$ cat src/rtl/byte_egress_if.sv
// -----------------------------------------------------------------------------
// byte_egress_if
// Bundles the two handshakes of the word-to-byte serializer:
//   word side : TxWord[31:0], TxWordValid (core -> block), TxWordRdy (block -> core)
//   byte side : Data[7:0], DataValid (block -> sink), Rdyn (sink -> block, active low)
//   status    : Busy (block -> core)
// Modports:
//   slave  - the serializer's view (consumes words, produces bytes)
//   master - the environment's view (core plus byte sink)
// -----------------------------------------------------------------------------
interface byte_egress_if;
   logic [31:0] TxWord;
   logic        TxWordValid;
   logic        TxWordRdy;
   logic [7:0]  Data;
   logic        DataValid;
   logic        Rdyn;
   logic        Busy;

   modport slave (
      input  TxWord, TxWordValid, Rdyn,
      output TxWordRdy, Data, DataValid, Busy
   );

   modport master (
      output TxWord, TxWordValid, Rdyn,
      input  TxWordRdy, Data, DataValid, Busy
   );
endinterface

$ cat src/rtl/byte_egress.sv
// -----------------------------------------------------------------------------
// byte_egress
// Word-to-byte serializer for the housekeeper byte link. Takes 32-bit words
// from the housekeeper core and emits them as four bytes toward the UART
// transmitter. A one-word pending buffer lets the core queue the next word
// while the current one drains; an optional inter-byte gap paces slow sinks.
//
// Parameters:
//   MSB_FIRST  - 0: bytes [7:0],[15:8],[23:16],[31:24]; 1: reverse order
//   GAP_CYCLES - idle cycles after each transferred byte (0..255)
// Ports:
//   Clk   - system clock, rising edge
//   ARstn - asynchronous active-low reset
//   bus   - byte_egress_if.slave (word handshake, byte handshake, Busy)
// -----------------------------------------------------------------------------
module byte_egress #(
   parameter bit MSB_FIRST  = 1'b0,
   parameter int GAP_CYCLES = 0
) (
   input logic          Clk,
   input logic          ARstn,
   byte_egress_if.slave bus
);

   typedef enum logic [1:0] {
      ST_IDLE,
      ST_SEND,
      ST_GAP
   } state_t;

   localparam bit         USE_GAP  = (GAP_CYCLES > 0);
   // Value of the gap counter on the final idle cycle of a gap.
   localparam logic [7:0] GAP_LAST = USE_GAP ? 8'(GAP_CYCLES - 1) : 8'd0;

   state_t      state;
   logic [31:0] shift_reg;     // remaining bytes of the current word, head first
   logic [31:0] pend_reg;
   logic        pend_valid;
   logic [1:0]  byte_idx;
   logic [7:0]  gap_cnt;
   logic [7:0]  data_q;
   logic        data_valid_q;
   logic        rdy_q;
   logic        busy_q;

   // Byte currently at the head of a word, in link order.
   function automatic logic [7:0] head(input logic [31:0] w);
      return MSB_FIRST ? w[31:24] : w[7:0];
   endfunction

   // Drop the head byte so the next one moves into the head position.
   function automatic logic [31:0] advance(input logic [31:0] w);
      return MSB_FIRST ? {w[23:0], 8'h00} : {8'h00, w[31:8]};
   endfunction

   logic        accept;
   logic        xfer;
   logic        last_xfer;
   logic [31:0] next_shift;
   logic [31:0] refill_word;

   assign accept      = bus.TxWordValid & rdy_q;
   // data_valid_q is only ever set in SEND, so this is a byte transfer.
   assign xfer        = data_valid_q & ~bus.Rdyn;
   assign last_xfer   = xfer & (byte_idx == 2'd3);
   assign next_shift  = advance(shift_reg);
   // Word that follows the last byte: the queued one, or a word arriving on
   // that very edge when nothing was queued.
   assign refill_word = pend_valid ? pend_reg : bus.TxWord;

   // NOTE: every state register uses non-blocking assignment so all of them
   // update together from values sampled before the edge; later assignments
   // in the same pass simply override earlier ones.
   always_ff @(posedge Clk or negedge ARstn) begin
      // NOTE: the pending buffer and shift register are reset along with the
      // control state so a reset mid-word leaves nothing that could leak out.
      if (!ARstn) begin
         state        <= ST_IDLE;
         shift_reg    <= '0;
         pend_reg     <= '0;
         pend_valid   <= 1'b0;
         byte_idx     <= '0;
         gap_cnt      <= '0;
         data_q       <= '0;
         data_valid_q <= 1'b0;
         rdy_q        <= 1'b1;
         busy_q       <= 1'b0;
      end else begin
         case (state)
            ST_IDLE: begin
               if (accept) begin
                  shift_reg    <= bus.TxWord;
                  data_q       <= head(bus.TxWord);
                  byte_idx     <= '0;
                  data_valid_q <= 1'b1;
                  busy_q       <= 1'b1;
                  state        <= ST_SEND;
               end
            end

            ST_SEND: begin
               // A word arriving on the last-byte edge goes straight to shift.
               if (accept && !last_xfer) begin
                  pend_reg   <= bus.TxWord;
                  pend_valid <= 1'b1;
                  rdy_q      <= 1'b0;
               end
               if (xfer) begin
                  if (byte_idx != 2'd3) begin
                     byte_idx  <= byte_idx + 2'd1;
                     shift_reg <= next_shift;
                     if (USE_GAP) begin
                        state        <= ST_GAP;
                        gap_cnt      <= '0;
                        data_valid_q <= 1'b0;
                     end else begin
                        data_q <= head(next_shift);
                     end
                  end else if (pend_valid || accept) begin
                     shift_reg  <= refill_word;
                     byte_idx   <= '0;
                     pend_valid <= 1'b0;
                     rdy_q      <= 1'b1;
                     if (USE_GAP) begin
                        state        <= ST_GAP;
                        gap_cnt      <= '0;
                        data_valid_q <= 1'b0;
                     end else begin
                        data_q <= head(refill_word);
                     end
                  end else begin
                     state        <= ST_IDLE;
                     data_valid_q <= 1'b0;
                     busy_q       <= 1'b0;
                  end
               end
            end

            ST_GAP: begin
               if (accept) begin
                  pend_reg   <= bus.TxWord;
                  pend_valid <= 1'b1;
                  rdy_q      <= 1'b0;
               end
               if (gap_cnt == GAP_LAST) begin
                  state        <= ST_SEND;
                  data_valid_q <= 1'b1;
                  data_q       <= head(shift_reg);
               end else begin
                  gap_cnt <= gap_cnt + 8'd1;
               end
            end

            default: begin
               state        <= ST_IDLE;
               data_valid_q <= 1'b0;
               busy_q       <= pend_valid;
            end
         endcase
      end
   end

   assign bus.TxWordRdy = rdy_q;
   assign bus.Data      = data_q;
   assign bus.DataValid = data_valid_q;
   assign bus.Busy      = busy_q;

endmodule

$ cat src/flat_wrapper.sv
// flat-port wrapper written by rule: the top's interface ports become plain ports
module byte_egress_flat 
#(
   parameter bit MSB_FIRST  = 1'b0,
   parameter int GAP_CYCLES = 0
)
  (Clk, ARstn, bus_TxWord, bus_TxWordValid, bus_Rdyn, bus_TxWordRdy, bus_Data, bus_DataValid, bus_Busy);
  byte_egress_if bus_i ();
  input logic Clk;
  input logic ARstn;
  input wire logic [$bits(bus_i.TxWord)-1:0] bus_TxWord;
  input wire logic [$bits(bus_i.TxWordValid)-1:0] bus_TxWordValid;
  input wire logic [$bits(bus_i.Rdyn)-1:0] bus_Rdyn;
  output wire logic [$bits(bus_i.TxWordRdy)-1:0] bus_TxWordRdy;
  output wire logic [$bits(bus_i.Data)-1:0] bus_Data;
  output wire logic [$bits(bus_i.DataValid)-1:0] bus_DataValid;
  output wire logic [$bits(bus_i.Busy)-1:0] bus_Busy;
  assign bus_i.TxWord = bus_TxWord;
  assign bus_i.TxWordValid = bus_TxWordValid;
  assign bus_i.Rdyn = bus_Rdyn;
  assign bus_TxWordRdy = bus_i.TxWordRdy;
  assign bus_Data = bus_i.Data;
  assign bus_DataValid = bus_i.DataValid;
  assign bus_Busy = bus_i.Busy;
  byte_egress #(.MSB_FIRST(MSB_FIRST), .GAP_CYCLES(GAP_CYCLES)) u_core (.Clk(Clk), .ARstn(ARstn), .bus(bus_i));
endmodule
$ cat config.mk
export PLATFORM = sky130hd
export DESIGN_NAME = byte_egress_flat
export DESIGN_NICKNAME = d
export VERILOG_FILES = /design/src/rtl/byte_egress_if.sv /design/src/rtl/byte_egress.sv /design/src/flat_wrapper.sv
export SDC_FILE = /design/constraint.sdc
export NUM_CORES = 1
export LEC_CHECK = 0
export BUFFER_PORTS_ARGS = -buffer_cell sky130_fd_sc_hd__clkbuf_2
export CELL_PAD_IN_SITES_DETAIL_PLACEMENT = 1
export CELL_PAD_IN_SITES_GLOBAL_PLACEMENT = 2
export CORE_UTILIZATION = 41
export DETAILED_ROUTE_END_ITERATION = 6
export PLACE_DENSITY = 0.87
export RECOVER_POWER = 25
export SYNTH_ARGS = -nofsm -noshare
export SYNTH_HDL_FRONTEND = slang
export SYNTH_SLANG_ARGS = --single-unit
$ cat constraint.sdc
create_clock -name Clk -period 3.1 [get_ports Clk]
set_clock_uncertainty 0.15 [all_clocks]
set_input_delay 0.155 -clock Clk [delete_from_list [all_inputs] [get_ports Clk]]
set_output_delay 0.155 -clock Clk [all_outputs]
set_load 0.03 [all_outputs]
* Word-level counts from Yosys, hierarchy flattened *
Index checks and enable logic that the tools add are counted.

cells by class
  reduce and logical (&&, ||, !) cells = 15
  eq/ne operators = 12
  mux-type cells = 43
  add/subtract/negate cells = 2
  bitwise operators = 6

operators with widths
  kind                   count
  $mux W32               6
  $pmux W32 S2           2
  $mux W8                5
  $pmux W8 S3            1
  $mux W2                9
  $reduce_and A5 Y1      3
  $mux W1                14
  $ne A2 B1 Y1 const B   5
  $add A8 B1 Y8 const B  1
  $logic_not A8 Y1       1
  $ne A2 B2 Y1 const B   3
  $pmux W1 S3            2
  $pmux W2 S3            1
  $eq A2 B2 Y1 const B   2
  $pmux W1 S2            2
  $pmux W2 S2            1
  $reduce_and A2 Y1      2
  $reduce_and A4 Y1      1
  $reduce_bool A2 Y1     2
  $and A1 B1 Y1          3
  $ne A3 B1 Y1 const B   1
  $not A1 Y1             3
  $reduce_and A3 Y1      1
  $reduce_bool A3 Y1     1
  other kinds (6)        6

word-level totals
  logic and storage cells = 88
  output and inout bits = 11
  register bits = 88
  bits of input ports = 36

* Logic depth before layout (Yosys ltp) *
  word-level depth = 10
  mapped depth = 8
  mapped depth without buffers = 5

* Least setup slack after synthesis *
Ideal clock, no wire load.

  path kind = flip-flop to flip-flop
  start point = reg u_core.byte_idx[0]
  end point = reg u_core.pend_reg[10]
  path slack = 1,154 ps
  arrival time = 1,668 ps
  clock period less this slack = 1,946 ps
  library setup time = 128 ps
  stages on the path, launching flop included = 8
  required time = 2,822 ps
  path through = dfrtp_1 -> ha_1 -> buf_2 -> nand2b_1 -> and4_1 -> buf_2 -> buf_2 -> mux2_1

on the way
  cells in the longest elaborated chain, start to end = 6

ends and longest elaborated chain
  item                         RTL line            text
  from (decl)                  byte_egress.sv:39   logic [1:0] byte_idx;
  from (signal assigned)       byte_egress.sv:110  byte_idx <= byte_idx + 2'd1;
  $eq A2 B2 Y1                 byte_egress.sv:65   assign last_xfer = xfer & (byte_idx == 2'd3);
  $and A1 B1 Y1                byte_egress.sv:65
  $logic_not A1 Y1             byte_egress.sv:103  if (accept && !last_xfer) begin
  $logic_and A1 B1 Y1          byte_egress.sv:103
  $ne A2 B1 Y1 (no line)       --
  $reduce_and A3 Y1 (no line)  --
  to (signal assigned)         byte_egress.sv:104  pend_reg <= bus.TxWord;
  to (signal assigned)         byte_egress.sv:141  pend_reg <= bus.TxWord;
  to (decl)                    byte_egress.sv:37   logic [31:0] pend_reg;

Every way passes these cells.
A chain may end at the register's enable or synchronous reset.

* Final worst setup path *
  start point = reg u_core.byte_idx[0]
  end point = reg u_core.shift_reg[22]

on the way
  cells in the longest elaborated chain, start to end = 4

ends and longest elaborated chain
  item                  RTL line            text
  $ne A2 B2 Y1 *        byte_egress.sv:109  if (byte_idx != 2'd3) begin
  $mux W32              byte_egress.sv:109
  $mux W32              byte_egress.sv:108  if (xfer) begin
  $pmux W32 S2          byte_egress.sv:89   case (state)
  to (signal assigned)  byte_egress.sv:92   shift_reg <= bus.TxWord;
  to (signal assigned)  byte_egress.sv:111  shift_reg <= next_shift;
  to (signal assigned)  byte_egress.sv:120  shift_reg <= refill_word;
  to (decl)             byte_egress.sv:36   logic [31:0] shift_reg;

Mark *: on every way between the ends. The rest lies on a longest branch, timed or not. The select of a mux whose other input is x is not followed.

==> reports/metrics.csv <==
stage,metric,value,unit
run_status,status,finished with violations,
run_status,violations,"capacitance limit, slew limit",
yosys,synth_top_cell_by_area,dfrtp_1,
timing,max_clock_freq,405.7,MHz
yosys,synth_edf_count,0,
yosys,synthTopCellsByArea,"dfrtp_1 (50%), mux2_4 (9.6%), mux2_1 (9.5%)",
die,die_h,93.49,µm
cells_and_area,drive_gt1_frac,0.2606,
setup_path,startpoint_type,flip-flop,
yosys,ys_warn_count,0,
yosys,synth_seq_cells,69,
drt,wl,7.943,mm
clock_tree,root_buffer,clkbuf_8,
cells_and_area,post-route-util,0.5115,
cells_and_area,largest_reg_flops,32,
worst_hold_path,holdPathStages,3,
timing,maxSlewViolCount,32,
timing,worst_pin_slew,1.847,ns
place,place.gp.congestion,0.7138,
drt,drcViolationCount,0,
die,die_area,8740,µm²
yosys,syn_area,3432,µm²
drt,vias_per_cell,5.400,
cells_and_area,diodes,0,
setup_path,worstSetupEndpointType,flip-flop,
power,power_density,418.7,nW/µm²
clock_tree,postCtsSetupBuffers,0,
setup_path,path_max_fanout,28,
power,leakagePower,2.133,nW
yosys,synth_cells,282,
drt,wl_per_cell,17.34,µm
setup_path,cp.required,3.18,ns
yosys,synth_flop_cell,dfrtp_1,
clock_tree,cts_tree,done,
yosys,synth_top_area_frac,0.4958,
timing,final.period_utilization,0.7952,
place,dp_hpwl,4.963,mm
worst_hold_path,whs_endpoint,u_core.byte_idx[0],
global_route,first_global_vias,2728,
setup_path,cp_top_family,simple AND/OR/NAND/NOR gates,
timing,tns,0,ns
timing,max_slew_margin,-0.2314,
cells_and_area,final_cells,458,
timing,setup_violations,0,
clock_tree,clk_latency,0.34,ns
setup_path,r2r_cells,6,
clock_tree,h-tree-depth,3,
die,initial_utilization,0.4198,
yosys,yosysSeqAreaShare,0.5035,
place,dpl-instance-area,3650,µm²
die,core,8175,µm²
clock_tree,clock-sinks,69,
setup_path,r2r_slack,0.63,ns
die,rows,33,
drt,vias,2473,
timing,rsz0062_at_grt,false,
global_route,grt_antenna_before_repair,0,
clock_tree,clk_pin_slew_worst_paths,0.07,ns
yosys,yosysUniqueCellTypes,30,
setup_path,cp_slowest_cell,nand2b_1,
clock_tree,cts_buffers,9,
setup_path,slowest_delay,0.64,ns
power,peakVddDrop,0.0002699,V
yosys,yosys-top-cells-count,"dfrtp_1 (68), o22ai_1 (48), mux2_1 (29), a21oi_1 (25), mux2_4 (22)",
die,die_w,93.49,µm
worst_hold_path,min_from,bus_Rdyn,
yosys,synth.most_common_cell,dfrtp_1,
global_route,grt_max_degree,34,
setup_path,r2r_end,u_core.shift_reg[22],
place,port_buffers,46,
clock_tree,postCtsHoldBufs,35,
yosys,async_flop_share,1.000,
global_route,grt_pass1_wl,13.39,mm
global_route,grt-ovfl-total,0,
drt,firstDrtPassIters,4,
drt,drt-initial-drc-count,82,
run,drv_cap,1,
yosys,postSynthAreaPerCell,12.17,µm²
timing,finalHoldViolations,0,
drt,antenna_left,0,
clock_tree,ctsLongestPathBuffers,2,
setup_path,cp.arrival,2.54,ns
clock_tree,cts_resized,0,
cells_and_area,design_area,4182,µm²
die,pin_count,47,
global_route,track_usage,0.2007,
yosys,syn-num-nets,319,
setup_path,r2r-start,u_core.byte_idx[0],
worst_hold_path,hp-class,primary input to flip-flop,
cells_and_area,area_growth,21.84,%
place,dpl.cell_count,407,
setup_path,worst-setup-path-type,flip-flop to flip-flop,
cells_and_area,final_nets,385,
setup_path,path_buf_inv,1,
timing,post-route-min-period,2.465,ns
setup_path,path_cells,ha_1 -> buf_4 -> nand2b_1 -> o22ai_1 -> a21oi_1 -> mux2_4,
power,power,1.751,mW
==> placed cells by master, fill, tap and decap left out, types with 4 or more instances in the layout <==
| cell type | n |
|---|---|
| clkbuf_2 | 37 |
| clkbuf_8 | 10 |
| o31ai_1 | 8 |
| mux2_1 | 29 |
| o21ai_0 | 9 |
| o22ai_1 | 48 |
| mux2_2 | 5 |
| nand2_1 | 7 |
| dlygate4sd3_1 | 35 |
| mux2i_1 | 8 |
| mux2_4 | 22 |
| nand2b_1 | 4 |
| buf_4 | 9 |
| dfrtp_1 | 68 |
| a21oi_1 | 25 |
| clkbuf_1 | 11 |
==> metal layers <==
metal | GRT usage | vias up | part of all wire
li1 | - | 1186 | -
met1 | 0.2409 | 1236 | 0.45
met2 | 0.3572 | 45 | 0.51
met3 | 0.05285 | 6 | 0.031
met4 | 0.04744 | 0 | 0.0077
met5 | 0 | - | 0
==> report_power, final <==
part / total, mW / internal [mW] / leakage (nW) / switching [mW]
registers: 0.900 / 0.900 / 0.961 / 0
logic: 0.124 / 0.0651 / 1.08 / 0.0587
clock network: 0.727 / 0.392 / 0.0964 / 0.336
total: 1.75 / 1.36 / 2.13 / 0.394
==> kinds of logic (layout without fill, tap and decap cells) <==
kind of cell,after synthesis,after routing,share of synthesized area
DFF,69,69,0.5035
muxes,64,64,0.2311
AOI/OAI and AO/OA,93,93,0.1626
buffers and inverters,36,107,0.06744
adders and majority gates,1,1,0.003645
and+or+nand+nor,19,19,0.03172
==> per-stage QoR <==
step                hold slack, ns  worst slack (ns)
CTS                       0.002226            0.6267
global placement            0.1112            0.7469
global route               0.03185            0.4395
finish                     0.01325            0.6349
floorplan                  -0.2906             1.154
detailed placement          0.1221            0.6468
==> area by class of cell <==
class	count	area, µm²
timing repair buffer	91	656.9
multi-input combinational	177	1473
fill	894	3994
clock inverter	4	47.55
clock buffer	12	145.1
tap	105	131.4
sequential	69	1728
==> tightest hold or removal path, stage by stage <==
cell and delay, ns:
clkbuf_2 0.12, or4b_2 0.12, nand3_1 0.07
==> how the worst max path moves through the flow <==
| stage | from | end | slack [ns] | cells past startpoint |
|---|---|---|---|---|
| 2_1_floorplan | u_core.byte_idx[0] | u_core.pend_reg[10] | 1.15 | 7 |
| 3_3_place_gp | u_core.byte_idx[0] | u_core.bus.Data[5] | 0.75 | 6 |
| 3_5_place_dp | u_core.byte_idx[0] | u_core.shift_reg[10] | 0.65 | 6 |
| 4_1_cts | u_core.byte_idx[0] | u_core.shift_reg[14] | 0.63 | 6 |
| 5_1_grt | u_core.state[0] | u_core.shift_reg[22] | 0.44 | 5 |
| 6_report | u_core.byte_idx[0] | u_core.shift_reg[22] | 0.63 | 6 |
No activity file was read; power rests on OpenSTA's default activity.
